`config.mk`:
```
export PLATFORM = sky130hd
export DESIGN_NAME = rvv_alu_seq
export DESIGN_NICKNAME = d
export VERILOG_FILES = /design/src/rtl/rvv_pkg.sv /design/src/rtl/rvv_vd_merge.sv /design/src/rtl/rvv_alu_seq.sv
export SDC_FILE = /design/constraint.sdc
export NUM_CORES = 1
export LEC_CHECK = 0
export BUFFER_PORTS_ARGS = -buffer_cell sky130_fd_sc_hd__buf_2
export CAP_MARGIN = 20
export CORE_AREA = 8 8 198 200
export CTS_CLUSTER_DIAMETER = 150
export DETAILED_ROUTE_END_ITERATION = 8
export DIE_AREA = 0 0 206 208
export GPL_TIMING_DRIVEN = 0
export SYNTH_ARGS = -nofsm -noshare
export SYNTH_HDL_FRONTEND = slang
export SYNTH_SLANG_ARGS = --single-unit
```
`constraint.sdc`:
```
create_clock -name clk -period 5.21 [get_ports clk]
set_clock_uncertainty 0.2 [all_clocks]
set_input_delay 0.7815 -clock clk [delete_from_list [all_inputs] [get_ports clk]]
set_output_delay 0.7815 -clock clk [all_outputs]
set_load 0.01 [all_outputs]
```
`src/rtl/rvv_pkg.sv`:
```
// Shared vector ALU definitions: sequencer FSM states,
// opcode and operand-type constants, chunk geometry helpers.
package rvv_pkg;

    typedef enum logic [1:0] {
        S_IDLE = 2'd0,
        S_RUN  = 2'd1,
        S_DONE = 2'd2
    } seq_state_e;

    localparam logic [5:0] OP_VADD  = 6'b000000;
    localparam logic [5:0] OP_VSUB  = 6'b000010;
    localparam logic [5:0] OP_VRSUB = 6'b000011;
    localparam logic [5:0] OP_VMINU = 6'b000100;
    localparam logic [5:0] OP_VMIN  = 6'b000101;
    localparam logic [5:0] OP_VMAXU = 6'b000110;
    localparam logic [5:0] OP_VMAX  = 6'b000111;
    localparam logic [5:0] OP_VAND  = 6'b001001;
    localparam logic [5:0] OP_VOR   = 6'b001010;
    localparam logic [5:0] OP_VXOR  = 6'b001011;

    localparam logic [2:0] OPT_VV = 3'b001;
    localparam logic [2:0] OPT_VX = 3'b010;
    localparam logic [2:0] OPT_VI = 3'b100;

    // Index of the last chunk of an element (NCH-1).
    function automatic logic [3:0] nch_last(
        input logic [2:0] vsew,
        input int         lane_width
    );
        int sh;
        sh = int'(vsew) + 3 - lane_width;
        if (sh <= 0) return 4'd0;
        return 4'((1 << sh) - 1);
    endfunction

    // log2 of the chunk width: min(lane, SEW).
    function automatic logic [2:0] cw_log2(
        input logic [2:0] vsew,
        input int         lane_width
    );
        logic [2:0] sew_log2;
        sew_log2 = vsew + 3'd3;
        if (int'(sew_log2) < lane_width) return sew_log2;
        return 3'(lane_width);
    endfunction

endpackage

```
`src/rtl/rvv_vd_merge.sv`:
```
// Destination buffer: loads vd_old on accept, then merges
// CW-bit chunk results at an arbitrary bit index.
// Ports: clk, resetn, load, vd_old, wr_en, wr_cw_log2,
//        wr_data, wr_index -> vd.
module rvv_vd_merge #(
    parameter int VLEN = 128
) (
    input  logic            clk,
    input  logic            resetn,
    input  logic            load,
    input  logic [VLEN-1:0] vd_old,
    input  logic            wr_en,
    input  logic [2:0]      wr_cw_log2,
    input  logic [63:0]     wr_data,
    input  logic [9:0]      wr_index,
    output logic [VLEN-1:0] vd
);

    logic [63:0]      lane_mask;
    logic [VLEN+63:0] data_w;
    logic [VLEN+63:0] mask_w;

    always_comb begin
        lane_mask = '1;
        if (wr_cw_log2 < 3'd6) begin
            lane_mask = (64'd1 << (64'd1 << wr_cw_log2))
                      - 64'd1;
        end
        // Widen before shifting so a chunk near the top
        // cannot wrap into low bits.
        data_w = {{VLEN{1'b0}}, wr_data & lane_mask}
               << wr_index;
        mask_w = {{VLEN{1'b0}}, lane_mask} << wr_index;
    end

    always_ff @(posedge clk) begin
        if (!resetn) begin
            vd <= '0;
        end else if (load) begin
            vd <= vd_old;
        end else if (wr_en) begin
            vd <= (vd & ~mask_w[VLEN-1:0])
                | data_w[VLEN-1:0];
        end
    end

endmodule

```
`src/rtl/rvv_alu_seq.sv`:
```
// Sequencer walking one rvv_alu lane over every active
// element/chunk of a vector instruction, merging results.
// Ports: start/opcode/op_type/vsew/vl/vd_old in; busy,
//        done, err, vd_out, alu_* drive out; alu_vd and
//        alu_index back from the ALU.
// Option: RVV_ALU_SEQ_MASK_EN adds vm and v0_mask inputs.
module rvv_alu_seq
    import rvv_pkg::*;
#(
    parameter int VLEN       = 128,
    parameter int LANE_WIDTH = 3
) (
    input  logic            clk,
    input  logic            resetn,
    input  logic            start,
    input  logic [5:0]      opcode,
    input  logic [2:0]      op_type,
    input  logic [2:0]      vsew,
    input  logic [9:0]      vl,
    input  logic [VLEN-1:0] vd_old,
`ifdef RVV_ALU_SEQ_MASK_EN
    input  logic              vm,
    input  logic [VLEN/8-1:0] v0_mask,
`endif
    output logic            busy,
    output logic            done,
    output logic            err,
    output logic [VLEN-1:0] vd_out,
    output logic            alu_run,
    output logic [5:0]      alu_opcode,
    output logic [2:0]      alu_op_type,
    output logic [2:0]      alu_vsew,
    output logic [9:0]      alu_byte_i,
    output logic [3:0]      alu_in_reg_offset,
    input  logic [63:0]     alu_vd,
    input  logic [9:0]      alu_index
);

    seq_state_e state_q, state_d;

    logic [9:0] elem_q;
    logic [9:0] vle_q;
    logic [3:0] chunk_q;
    logic [3:0] chunk_last_q;
    logic [5:0] opcode_q;
    logic [2:0] op_type_q;
    logic [2:0] vsew_q;
    logic       err_q;

    logic [10:0] vlmax;
    logic [9:0]  vle_d;
    logic        accept;
    logic        bad_sew;
    logic        last_elem;
    logic        skip;
    logic        elem_step;

`ifdef RVV_ALU_SEQ_MASK_EN
    logic              vm_q;
    logic [VLEN/8-1:0] v0_q;
    logic [VLEN/8-1:0] v0_sel;

    assign v0_sel = v0_q >> elem_q;
    // Masked-off element: one idle cycle, no write.
    assign skip = !vm_q && !v0_sel[0];
`else
    assign skip = 1'b0;
`endif

    assign accept  = (state_q == S_IDLE) && start;
    assign bad_sew = (vsew > 3'd3);

    always_comb begin
        vlmax = 11'(VLEN >> (int'(vsew) + 3));
        vle_d = vl;
        if ({1'b0, vl} > vlmax) vle_d = vlmax[9:0];
    end

    assign last_elem = (elem_q == vle_q - 10'd1);
    assign elem_step = skip || (chunk_q == chunk_last_q);

    always_comb begin
        state_d = state_q;
        unique case (state_q)
            S_IDLE: begin
                if (start) begin
                    if (bad_sew || vle_d == 10'd0)
                        state_d = S_DONE;
                    else
                        state_d = S_RUN;
                end
            end
            S_RUN: begin
                if (elem_step && last_elem)
                    state_d = S_DONE;
            end
            S_DONE:  state_d = S_IDLE;
            default: state_d = S_IDLE;
        endcase
    end

    always_ff @(posedge clk) begin
        if (!resetn) begin
            state_q      <= S_IDLE;
            elem_q       <= '0;
            vle_q        <= '0;
            chunk_q      <= '0;
            chunk_last_q <= '0;
            opcode_q     <= '0;
            op_type_q    <= '0;
            vsew_q       <= '0;
            err_q        <= 1'b0;
`ifdef RVV_ALU_SEQ_MASK_EN
            vm_q         <= 1'b1;
            v0_q         <= '0;
`endif
        end else begin
            state_q <= state_d;
            if (accept) begin
                elem_q       <= '0;
                chunk_q      <= '0;
                vle_q        <= vle_d;
                chunk_last_q <= nch_last(vsew, LANE_WIDTH);
                opcode_q     <= opcode;
                op_type_q    <= op_type;
                vsew_q       <= vsew;
                err_q        <= bad_sew;
`ifdef RVV_ALU_SEQ_MASK_EN
                vm_q         <= vm;
                v0_q         <= v0_mask;
`endif
            end else if (state_q == S_RUN) begin
                // Chunks go back to back, ascending, so the
                // ALU's registered carry chain stays intact.
                if (elem_step) begin
                    chunk_q <= '0;
                    if (!last_elem) elem_q <= elem_q + 10'd1;
                end else begin
                    chunk_q <= chunk_q + 4'd1;
                end
            end
        end
    end

    assign busy              = (state_q != S_IDLE);
    assign done              = (state_q == S_DONE);
    assign err               = done && err_q;
    assign alu_run           = (state_q == S_RUN) && !skip;
    assign alu_opcode        = opcode_q;
    assign alu_op_type       = op_type_q;
    assign alu_vsew          = vsew_q;
    assign alu_byte_i        = elem_q;
    assign alu_in_reg_offset = chunk_q;

    rvv_vd_merge #(
        .VLEN(VLEN)
    ) u_merge (
        .clk        (clk),
        .resetn     (resetn),
        .load       (accept),
        .vd_old     (vd_old),
        .wr_en      (alu_run),
        .wr_cw_log2 (cw_log2(vsew_q, LANE_WIDTH)),
        .wr_data    (alu_vd),
        .wr_index   (alu_index),
        .vd         (vd_out)
    );

endmodule

```
==> results of run 1 <==
worst reg2reg max path: stages (launching register included):
cell and delay (ps):
dfxtp_1 430, buf_2 290, inv_1 70, ha_1 350
buf_2 220, clkbuf_1 250, nand3_1 150, ha_1 190
or3b_4 410, or4_1 460, buf_2 200, or2_2 290
clkbuf_1 310, o22ai_2 430, o2bb2ai_1 410, a21oi_1 170
a21oi_1 170
cells by family (layout without fill, tap and decap cells):
logic type | Yosys count | count (layout) | synth area share
AOI/OAI and AO/OA | 695 | 695 | 0.384
xor gates and xnor gates | 26 | 26 | 0.0190
adders and majority gates | 10 | 10 | 0.0101
buffers and inverters | 172 | 540 | 0.0543
DFF | 171 | 171 | 0.276
muxes | 19 | 19 | 0.0178
other | 1 | 4 | 0.000302
and+or+nand+nor | 638 | 638 | 0.238
final cells by class:
type	count	area, µm²	area share
antenna	3	7.51	0.000487
buffer	149	587	0.0381
clock buffer	18	439	0.0285
clock inverter	14	185	0.0120
inverter	23	86.3	0.00560
multi-input combinational	1389	8340	0.541
sequential	171	3420	0.222
tap	468	586	0.0380
timing repair buffer	336	1760	0.114
final timing paths:
| path | slack (ps) | end | from |
|---|---|---|---|
| worst min register to register | 250 | alu_opcode[3]$_SDFFE_PN0P_ | alu_opcode[3]$_SDFFE_PN0P_ |
| worst max register to register | 160 | u_merge.vd[37]$_SDFFE_PN0P_ | alu_vsew[0]$_SDFFE_PN0P_ |
| worst min-delay path | 250 | alu_opcode[3]$_SDFFE_PN0P_ | alu_opcode[3]$_SDFFE_PN0P_ |
| worst max-delay path | 160 | u_merge.vd[37]$_SDFFE_PN0P_ | alu_vsew[0]$_SDFFE_PN0P_ |
registers in the layout, indices dropped and copies added, names as in the netlist:
signal             count
alu_opcode             6
vle_q                 10
state_q                2
err_q                  1
chunk_last_q           4
u_merge.vd           128
alu_in_reg_offset      4
alu_op_type            3
alu_byte_i            10
alu_vsew               3
report_power, final:
part / total [W] / switching, W / internal (W)
Combinational: 0.00139 / 0.000981 / 0.000407
Sequential: 0.00153 / 0.000108 / 0.00143
Clock: 0.00144 / 0.000662 / 0.000781
metrics by stage:
stage / util / cell area (µm²) / instances / TNS (ps) / total power (W)
after floorplan: - / 12400 / 1732 / 0 / 0.00220
after global placement: 0.405 / 14600 / 2522 / -5110 / 0.00286
after detailed placement: 0.407 / 14700 / 2532 / -764 / 0.00287
after CTS: 0.425 / 15300 / 2564 / 0 / 0.00428
after global routing: 0.427 / 15400 / 2568 / 0 / 0.00445
final: 0.427 / 15400 / 2571 / 0 / 0.00436
layout by cell type (no fill, tap or decap), types with 13 or more instances in the layout:
master / instances
buf_2: 334
a21o_1: 13
and2_1: 17
nor2_1: 149
a211oi_1: 24
nand3_1: 65
o221ai_1: 14
o22ai_1: 25
o31a_1: 16
inv_1: 19
a21oi_1: 129
mux2i_1: 13
a221oi_1: 20
nand2_1: 244
clkbuf_16: 17
a31oi_1: 53
or3_1: 25
o2111ai_1: 14
a211o_1: 14
o21ai_0: 133
or2_2: 13
a22oi_1: 30
clkbuf_1: 124
nor3_1: 40
o211ai_1: 68
xor2_1: 15
buf_1: 13
dfxtp_1: 171
nor2b_1: 13
layer usage:
| layer | track usage | vias to the layer above | wire length, µm |
|---|---|---|---|
| met5 | 0 | - | 36 |
| met4 | 0.259 | 6 | 6640 |
| li1 | - | 7289 | - |
| met3 | 0.154 | 370 | 12000 |
| met2 | 0.605 | 1480 | 38800 |
| met1 | 0.514 | 8480 | 35500 |
cells in the mapped netlist (all sizes together) (15+ instances only):
cell    number
nand2      244
o22ai       26
nor3        40
nor2       151
o31a        16
a211oi      27
xor2        16
and2        19
o21ai      135
inv         20
a22oi       31
nand3       65
o211ai      68
or3         25
dfxtp      171
a21oi      129
clkbuf     124
a31oi       53
or2         15
a221oi      20
buf         25
timing repair:
item	in CTS	in global routing
pin swaps	0	1
setup buffers	0	2
gates resized for setup	1	3
setup endpoints to repair	9	15
==> flow_summary.ini, run 1 <==
[finish]
area_delta_synth_final_pct = 24.2
n_fill_cell = 3901
drive_gt1_frac = 0.203
layout.nets = 2324

[setup_path]
path_buf_inv = 6
slowest_delay_ps = 460
worstRegToRegCells = 16
cp_common_cell = buf_2
critical_path.slowest_cell = or4_1
critPathCaptureType = register
start_kind = register
path_max_fanout = 10
critical_path_class = reg2reg
arrival_ps = 5260
cp.depth = 16
cp.required_ps = 5420
cp_top_family = buffers and inverters
cp_cell_sequence = buf_2, inv_1, ha_1, buf_2, clkbuf_1, nand3_1, ha_1, or3b_4, or4_1, buf_2, or2_2, clkbuf_1, o22ai_2, o2bb2ai_1, a21oi_1, a21oi_1

[logic_synthesis]
synth.area.top_cells = dfxtp_1 (28%), nand2_1 (7.4%), o21ai_0 (5.4%)
ys_seq_elements = 171
synth.top_cell.area_share = 0.276
synth-main-ff-cell = dfxtp_1
async_flop_share = 0
synth_largest_area_cell = dfxtp_1
ys_types = 92
synth_cells = 1732
synth-edff-count = 0
syn_nets = 1969
yosysSeqAreaShare = 0.276
syn_area_mm2 = 0.0124
synth_warnings = 0
avgSynthCellArea_um2 = 7.16

[min_path]
hp-class = reg2reg
holdPathStages = 2

[timing]
final_max_slew_viol_count = 0
hold_slack_ps = 253
finalCritPeriodShare = 0.970
fin_ws_ps = 156
setup_viol = 0
max-slew-margin-rel = 0.129
post-route-min-period_ps = 5050
rsz0062_at_grt = false
max_freq_mhz = 198
report.final.hold_viol_count = 0
worst_pin_slew_ps = 1300

[placement]
pre_cts_ws_ps = -130
dp_hpwl_mm = 72.6
gp_congestion = 1.08
io_buffers = 322

[global_route]
grt_pass1_wl_mm = 130
grt.overflow.total = 0
grt_max_degree = 17
antenna_found_initial = 5
grt_use_total = 0.417
grt_pass1_vias = 17231

[cts]
cts_tree = built
ctsHoldBuffers = 0
cts_max_path_buffers = 2
cts_sinks = 171
clk_latency_ps = 480
root_buffer = clkbuf_16
cts_buffers = 17
cts.reportedPaths.clkPinSlew_ps = 80
cts_max_level = 4

[power]
p_per_area_mw_per_mm2 = 283
cellLeakagePower_nw = 5.92
ir_drop_uv = 267

[route]
postRouteAntennaNets = 0
drt-initial-drc-count = 2311
viasPerCell = 6.86
vias = 17625
wl_per_cell_um = 36.2
drc = 0
routed_wl_mm = 93.0
drtPass1Iterations = 8

[run]
cap_violations = 0

[floorplan]
start_util = 0.344
core_mm2 = 0.0361
dieArea_mm2 = 0.0428
dieHeight_um = 208
ios = 385
dieWidth_um = 206
rows = 70

[outcome]
outcome = finished clean
(Power assumes the default switching activity.)
==> run 2, diff against run 1 <==
--- a/config.mk
+++ b/config.mk
@@ -7,10 +7,10 @@
 export LEC_CHECK = 0
 export BUFFER_PORTS_ARGS = -buffer_cell sky130_fd_sc_hd__buf_2
 export CAP_MARGIN = 20
-export CORE_AREA = 8 8 198 200
+export CORE_AREA = 8 8 203 205
 export CTS_CLUSTER_DIAMETER = 150
 export DETAILED_ROUTE_END_ITERATION = 8
-export DIE_AREA = 0 0 206 208
+export DIE_AREA = 0 0 211 213
 export GPL_TIMING_DRIVEN = 0
 export SYNTH_ARGS = -nofsm -noshare
 export SYNTH_HDL_FRONTEND = slang
==> flow_summary.ini, run 2 (synthesized netlist as in run 1, its figures left out) <==
[outcome]
outcome = finished clean

[run]
cap_violations = 0

[cts]
clk_latency_ps = 490
cts_sinks = 171
ctsHoldBuffers = 0
cts.reportedPaths.clkPinSlew_ps = 80
cts_buffers = 17
cts_max_level = 4
root_buffer = clkbuf_16
cts_max_path_buffers = 2
cts_tree = built

[timing]
max-slew-margin-rel = 0.136
hold_slack_ps = 255
post-route-min-period_ps = 5160
max_freq_mhz = 194
report.final.hold_viol_count = 0
tns_ps = 0
setup_viol = 0
rsz0062_at_grt = true
final_max_slew_viol_count = 0
finalCritPeriodShare = 0.990
worst_pin_slew_ps = 1300

[placement]
dp_hpwl_mm = 76.2
dp_cells = 2582
gp_congestion = 1.05
io_buffers = 322
placed_area_mm2 = 0.0148

[floorplan]
rows = 72
dieWidth_um = 211
start_util = 0.325
core_mm2 = 0.0381
dieHeight_um = 213
dieArea_mm2 = 0.0449
ios = 385

[setup_path]
cp.required_ps = 5400
critPathCaptureType = register
path_max_fanout = 10
critical_path_class = reg2reg
arrival_ps = 5350
start_kind = register

[finish]
diodes = 0
final_cell_area_mm2 = 0.0155
n_fill_cell = 4121
largest_reg_flops = 128
drive_gt1_frac = 0.205
layout_common_cells = buf_2 (334), nand2_1 (244), dfxtp_1 (171), nor2_1 (149), o21ai_0 (133)
multi_input_area_mm2 = 0.00835
largest-register = u_merge.vd
layout.nets = 2330
final_common_cell = buf_2
finalNonFillerCells = 2624
area_delta_synth_final_pct = 25.1
register_area_mm2 = 0.00342

[power]
seqPwrFrac = 0.349
ir_drop_uv = 251
p_per_area_mw_per_mm2 = 283
p_switching_w = 0.00177
p_clk_frac = 0.328
power_frac_comb = 0.323
cellLeakagePower_nw = 5.94
p_int_w = 0.00262
p_sw_frac = 0.403

[route]
postRouteAntennaNets = 0
vias = 17778
wl_per_cell_um = 37.3
routed_wl_mm = 98.0
drc = 0
drt-initial-drc-count = 2728
viasPerCell = 6.78
drtPass1Iterations = 7

[global_route]
antenna_found_initial = 2
grt_pass1_wl_mm = 133
grt_pass1_vias = 16934
grt.overflow.total = 0
grt_max_degree = 17
grt_use_total = 0.419

[min_path]
hp-class = reg2reg
run 2: final timing paths:
path                                    from                           to  slack (ps)  cells past startpoint
setup / recovery    alu_vsew[0]$_SDFFE_PN0P_  u_merge.vd[50]$_SDFFE_PN0P_          50                     14
hold / removal    alu_opcode[5]$_SDFFE_PN0P_   alu_opcode[5]$_SDFFE_PN0P_         250                      2
setup reg to reg    alu_vsew[0]$_SDFFE_PN0P_  u_merge.vd[50]$_SDFFE_PN0P_          50                     14
hold reg to reg   alu_opcode[5]$_SDFFE_PN0P_   alu_opcode[5]$_SDFFE_PN0P_         250                      2
run 2: final cells by class:
cell class                      instances  share of cell area
Inverter                               23             0.00557
Multi-Input combinational cell       1389               0.538
Clock buffer                           21              0.0297
Clock inverter                         11              0.0102
Buffer                                149              0.0378
Tap cell                              518              0.0418
Timing Repair Buffer                  342               0.116
Sequential cell                       171               0.221
run 2: repair_timing:
action,in CTS,in global routing
cloned,0,0
setup buffers,0,8
gates resized for setup,1,4
pin swaps,0,3
setup endpoints to repair,7,39
run 2: worst max-delay path: stages (launching register included):
cell	delay (ps)
dfxtp_1	420
buf_2	250
inv_1	60
ha_1	340
buf_2	210
clkbuf_1	260
nand3_1	160
ha_1	210
nor3b_4	410
and4_1	250
clkbuf_1	910
nand2_1	570
nor3_1	440
a22oi_1	120
o221ai_1	220
run 2: power groups by stage:
stage / Clock (W) / Combinational (W) / Sequential, W
global placement: 0 / 0.00133 / 0.00155
finish: 0.00144 / 0.00142 / 0.00153
global route: 0.00148 / 0.00145 / 0.00154
floorplan: 0 / 0.000628 / 0.00157
CTS: 0.00143 / 0.00135 / 0.00152
detailed placement: 0 / 0.00134 / 0.00155
run 2: layer usage:
metal / share of wire / vias up / GRT usage
li1: - / 7303 / -
met1: 0.38 / 8596 / 0.504
met2: 0.43 / 1512 / 0.640
met3: 0.12 / 367 / 0.129
met4: 0.076 / 0 / 0.272
met5: 0 / - / 0
run 2: through the flow:
| step | power, W | utilization | setup WS (ps) |
|---|---|---|---|
| floorplan | 0.00220 | - | 1280 |
| global placement | 0.00288 | 0.385 | -398 |
| detailed placement | 0.00289 | 0.388 | -104 |
| CTS | 0.00431 | 0.404 | 48.9 |
| global route | 0.00447 | 0.407 | -5.36 |
| finish | 0.00439 | 0.407 | 53.2 |
